===== src/rtl/serial_adder_ctrl.sv =====
// -----------------------------------------------------------------------------
// serial_adder_ctrl
//   Adds two WIDTH-bit operands bit-serially, LSB first, one bit per clock.
//   It reuses one fullAdder cell instead of a WIDTH-stage ripple chain.
//
//   Ports
//     clk, rst_n            rising-edge clock, asynchronous active-low reset
//     in_valid / in_ready   operand handshake (in_ready high in IDLE only)
//     a, b, cin             operands and carry into bit 0
//     out_valid / out_ready result handshake (out_valid high in DONE only)
//     sum                   a+b+cin modulo 2^WIDTH
//     carry_out             carry out of bit WIDTH-1
//     overflow              signed overflow (carry into MSB ^ carry out of MSB)
//     busy                  high while in ADD or DONE
//
//   Timing: operands accepted at edge E give out_valid from edge E+WIDTH.
//   A reset during an operation discards it; no partial result is shown.
// -----------------------------------------------------------------------------

// Single-bit full adder cell shared by every bit position of the serial add.
module fullAdder (
  input  logic a,
  input  logic b,
  input  logic cin,
  output logic sum,
  output logic cout
);
  assign sum  = a ^ b ^ cin;
  assign cout = (a & b) | (cin & (a ^ b));
endmodule

module serial_adder_ctrl #(
  parameter int WIDTH = 4
) (
  input  logic             clk,
  input  logic             rst_n,
  input  logic             in_valid,
  output logic             in_ready,
  input  logic [WIDTH-1:0] a,
  input  logic [WIDTH-1:0] b,
  input  logic             cin,
  output logic             out_valid,
  input  logic             out_ready,
  output logic [WIDTH-1:0] sum,
  output logic             carry_out,
  output logic             overflow,
  output logic             busy
);

  localparam int CNT_W = $clog2(WIDTH);
  localparam logic [CNT_W-1:0] CNT_ONE    = CNT_W'(1);
  localparam logic [CNT_W-1:0] CNT_LAST   = CNT_W'(WIDTH - 1);
  localparam logic [CNT_W-1:0] CNT_MSB_M1 = CNT_W'(WIDTH - 2);

  typedef enum logic [1:0] {
    S_IDLE = 2'd0,
    S_ADD  = 2'd1,
    S_DONE = 2'd2
  } state_t;

  state_t           r_state;
  state_t           w_next_state;
  logic [CNT_W-1:0] r_cnt;
  logic [WIDTH-1:0] r_a_sh;
  logic [WIDTH-1:0] r_b_sh;
  // Only WIDTH-1 partial sum bits are stored; the last bit comes straight
  // from the adder in the final ADD cycle.
  logic [WIDTH-2:0] r_sum_sh;
  logic             r_carry_q;
  logic             r_msb_cin;
  logic [WIDTH-1:0] r_sum;
  logic             r_carry_out;
  logic             r_overflow;

  logic             w_fa_sum;
  logic             w_fa_cout;
  logic [WIDTH-1:0] w_sum_full;

  fullAdder u_fa (
    .a    (r_a_sh[0]),
    .b    (r_b_sh[0]),
    .cin  (r_carry_q),
    .sum  (w_fa_sum),
    .cout (w_fa_cout)
  );

  // Shift register contents with this cycle's sum bit entering at the MSB.
  assign w_sum_full = {w_fa_sum, r_sum_sh};

  // State register.
  always_ff @(posedge clk or negedge rst_n) begin
    if (!rst_n) begin
      r_state <= S_IDLE;
    end else begin
      r_state <= w_next_state;
    end
  end

  // Next-state logic.
  always_comb begin
    w_next_state = r_state;
    case (r_state)
      S_IDLE: begin
        if (in_valid) begin
          w_next_state = S_ADD;
        end else begin
          w_next_state = S_IDLE;
        end
      end
      S_ADD: begin
        if (r_cnt == CNT_LAST) begin
          w_next_state = S_DONE;
        end else begin
          w_next_state = S_ADD;
        end
      end
      S_DONE: begin
        if (out_ready) begin
          w_next_state = S_IDLE;
        end else begin
          w_next_state = S_DONE;
        end
      end
      default: begin
        w_next_state = S_IDLE;
      end
    endcase
  end

  // Operand capture, bit-serial add and final result load.
  always_ff @(posedge clk or negedge rst_n) begin
    if (!rst_n) begin
      r_cnt       <= '0;
      r_a_sh      <= '0;
      r_b_sh      <= '0;
      r_sum_sh    <= '0;
      r_carry_q   <= 1'b0;
      r_msb_cin   <= 1'b0;
      r_sum       <= '0;
      r_carry_out <= 1'b0;
      r_overflow  <= 1'b0;
    end else begin
      case (r_state)
        S_IDLE: begin
          if (in_valid) begin
            r_a_sh    <= a;
            r_b_sh    <= b;
            r_carry_q <= cin;
            r_cnt     <= '0;
          end
        end
        S_ADD: begin
          r_a_sh    <= {1'b0, r_a_sh[WIDTH-1:1]};
          r_b_sh    <= {1'b0, r_b_sh[WIDTH-1:1]};
          r_sum_sh  <= w_sum_full[WIDTH-1:1];
          r_carry_q <= w_fa_cout;
          r_cnt     <= r_cnt + CNT_ONE;
          // The adder's carry while bit WIDTH-2 is processed is the carry
          // into the MSB, needed for signed overflow.
          if (r_cnt == CNT_MSB_M1) begin
            r_msb_cin <= w_fa_cout;
          end
          if (r_cnt == CNT_LAST) begin
            r_sum       <= w_sum_full;
            r_carry_out <= w_fa_cout;
            r_overflow  <= r_msb_cin ^ w_fa_cout;
          end
        end
        default: begin
        end
      endcase
    end
  end

  assign in_ready  = (r_state == S_IDLE);
  assign out_valid = (r_state == S_DONE);
  assign busy      = (r_state == S_ADD) || (r_state == S_DONE);
  assign sum       = r_sum;
  assign carry_out = r_carry_out;
  assign overflow  = r_overflow;

endmodule


===== config.mk =====
export PLATFORM = sky130hd
export DESIGN_NAME = serial_adder_ctrl
export DESIGN_NICKNAME = d
export VERILOG_FILES = /design/src/rtl/serial_adder_ctrl.sv
export SDC_FILE = /design/constraint.sdc
export NUM_CORES = 1
export LEC_CHECK = 0
export ABC_AREA = 1
export CORE_UTILIZATION = 50
export CTS_CLUSTER_SIZE = 10
export DETAILED_ROUTE_END_ITERATION = 7
export PLACE_DENSITY_LB_ADDON = 0.08
export SLEW_MARGIN = 20
export SYNTH_ARGS = -nofsm -noshare
export SYNTH_HDL_FRONTEND = slang
export SYNTH_SLANG_ARGS = --single-unit

===== constraint.sdc =====
create_clock -name clk -period 2.23 [get_ports clk]
set_clock_uncertainty 0.1 [all_clocks]
set_input_delay 0.223 -clock clk [delete_from_list [all_inputs] [get_ports clk]]
set_output_delay 0.223 -clock clk [all_outputs]
set_load 0.03 [all_outputs]

==> flow_metrics.env <==
export IMPL_run_status="complete, no violations"
export IMPL_cts_max_path_buffers=2
export IMPL_cts_max_level=1
export IMPL_overflow=0
export IMPL_detail_route_vias_per_cell=4.78
export IMPL_worst_path_max_fanout=4
export IMPL_drt_iter0_drc=14
export IMPL_synth_compound_area_share=0.0580
export IMPL_whs_ns=0.156
export IMPL_die_w_microns=50.7
export IMPL_areaGrowthSynthToFinish_pct=19.8
export IMPL_cpMaxStageDelayCell="clkdlybuf4s50_1"
export IMPL_ys_warn_count=0
export IMPL_first_global_vias=921
export IMPL_finalMaxSlewViolations=0
export IMPL_synth_top_family_by_area="simple AND/OR/NAND/NOR gates"
export IMPL_synth_edff_count=0
export IMPL_ctsHoldBuffers=0
export IMPL_synth_area_sq_um=1190
export IMPL_ys_seq_area_frac=0.485
export IMPL_wl_per_cell_microns=10.7
export IMPL_synth_cells=140
export IMPL_synthMuxAreaShare=0
export IMPL_rrSetupSlack_ns=0.57
export IMPL_hpwl_mm=1.49
export IMPL_post_cts_buffers=0
export IMPL_clock_sinks=23
export IMPL_synthAdderAreaFrac=0.0907
export IMPL_tightest_slew_ns=0.493
export IMPL_grt_max_degree=24
export IMPL_n_antenna_cell=0
export IMPL_synthSimpleGateAreaFrac=0.282
export IMPL_synthesis_nets=161
export IMPL_yosys_area_top_type="dfrtp_1"
export IMPL_core_area_sq_um=2230
export IMPL_worstPathRequired_ns=1.91
export IMPL_numPortBuffers=21
export IMPL_cp_end_kind="primary output"
export IMPL_vias=904
export IMPL_tritoncts="built"
export IMPL_synth_top_area_frac=0.485
export IMPL_peakVddDrop_mv=0.894
export IMPL_grt_pass1_wl_mm=3.73
export IMPL_crit_chain="inv_1 -> ha_1 -> clkdlybuf4s50_1"
export IMPL_hold_viol=0
export IMPL_cpLargestDelayFamily="buffers and inverters"
export IMPL_cts_buffers=3
export IMPL_fp_dieH_microns=50.7
export IMPL_maxSlewHeadroom=0.671
export IMPL_ant_nets=0
export IMPL_routed_wl_mm=2.03
export IMPL_critPathBufInv=2
export IMPL_clk_pin_slew_ns=0.12
export IMPL_arrival_ns=1.74
export IMPL_synth_most_common_cell="nand2_1"
export IMPL_initial_core_util=0.531
export IMPL_clk_latency_ns=0.31
export IMPL_yosysUniqueCellTypes=16
export IMPL_max_stage_delay_ns=0.66
export IMPL_cap_viol_max_count=0
export IMPL_synth_area_per_cell_sq_um=8.47
export IMPL_setup_tns_ns=0
export IMPL_antenna_found_initial=0
export IMPL_cts_resized=0
export IMPL_place_gp_congestion=0.726
export IMPL_fin_crit_sh=0.924
export IMPL_ios=22
export IMPL_fmax_ghz=0.486
export IMPL_power_density_nw_per_um2=1340
export IMPL_drive_gt1_frac=0.0870
export IMPL_synth_xor_area_frac=0
export IMPL_synth_commonest_cells="59 x nand2_1, 23 x dfrtp_1, 14 x inv_1, 14 x nand3_1, 7 x ha_1"
export IMPL_synthTopCellsByArea="dfrtp_1 49%, nand2_1 19%, ha_1 7.4%"
export IMPL_worstSetupPathType="flip-flop to primary output"
export IMPL_setup_viol=0
export IMPL_cts_root_buf="clkbuf_4"
export IMPL_total_leakage_power_nw=0.765
export IMPL_final_min_clock_period_ns=2.06
export IMPL_rsz0062_at_grt="false"
export IMPL_grt_usage=0.199
export IMPL_synthArstFlopShare=1.00
export IMPL_critPathLaunchType="flip-flop"
export IMPL_die_area_sq_um=2570
export IMPL_num_rows=17
export IMPL_hold_path_class="input port to async pin"
export IMPL_drc=0
export IMPL_dr_pass1_iters=4
export IMPL_finalNetCount=183
export IMPL_utilization=0.636
export IMPL_synth_seq_cells=23
export IMPL_synthFlopType="dfrtp_1"
where the power goes:
part,internal (mW),switching [mW]
Combinational,0.383,0.647
Sequential,0.590,0.102
Clock,0.0699,0.118
Total,1.04,0.868
layout by cell type (no fill, tap or decap):
cell type and n:
clkdlybuf4s50_1 21, buf_4 1, nand2_1 59, a21oi_1 1, nand2_2 2, dfrtp_1 23
nor2_1 2, fa_1 1, nand2_4 2, clkbuf_1 1, inv_2 1, clkbuf_4 3
nand3_1 14, a21oi_2 1, inv_1 14, ha_1 7, o21ai_0 4, o21ai_2 4
sequential cells by signal, summed over array words and instances (netlist names):
signal and count:
r_a_sh 4, r_b_sh 4, sum 4, r_sum_sh 3, r_cnt 2, r_state 2
carry_out 1, overflow 1, r_carry_q 1, r_msb_cin 1
metal layers:
layer | wire [microns] | global-route usage | up-vias | share of wire
li1 | - | - | 469 | -
met1 | 951 | 0.235 | 406 | 0.47
met2 | 956 | 0.342 | 24 | 0.47
met3 | 75 | 0.0364 | 5 | 0.037
met4 | 42 | 0.102 | 0 | 0.021
met5 | 0 | 0 | - | 0
path summary, 6_finish.rpt:
path	end	start	depth (start not counted)
max	busy	r_state[0]	3
min	r_a_sh[3]	rst_n	2
max reg2reg	r_a_sh[2]	r_state[1]	6
min reg2reg	sum[3]	sum[3]	2
max in group asynchronous	r_sum_sh[1]	rst_n	2
min in group clk	r_b_sh[3]	b[3]	3
area by class of cell:
type	count	area [sq um]
Inverter	15	56.3
Sequential cell	23	576
Multi-Input combinational cell	97	510
Tap cell	28	35.0
Fill cell	198	812
Clock buffer	4	26.3
Timing Repair Buffer	22	218
stage by stage:
stage	instance area [sq um]	cells	setup slack, ns	total power [mW]
after detailed placement	1400	185	0.507	1.75
final	1420	189	0.170	1.91
after global placement	1400	185	0.543	1.72
after floorplan	1190	140	0.728	1.49
after global routing	1420	189	0.0894	2.10
after CTS	1420	189	0.146	1.94
kinds of logic after synthesis:
logic type | count (synthesis)
fa+ha+maj | 8
simple gates | 79
buf+inv | 20
flops | 23
compound gates | 10
(Power assumes the default switching activity.)
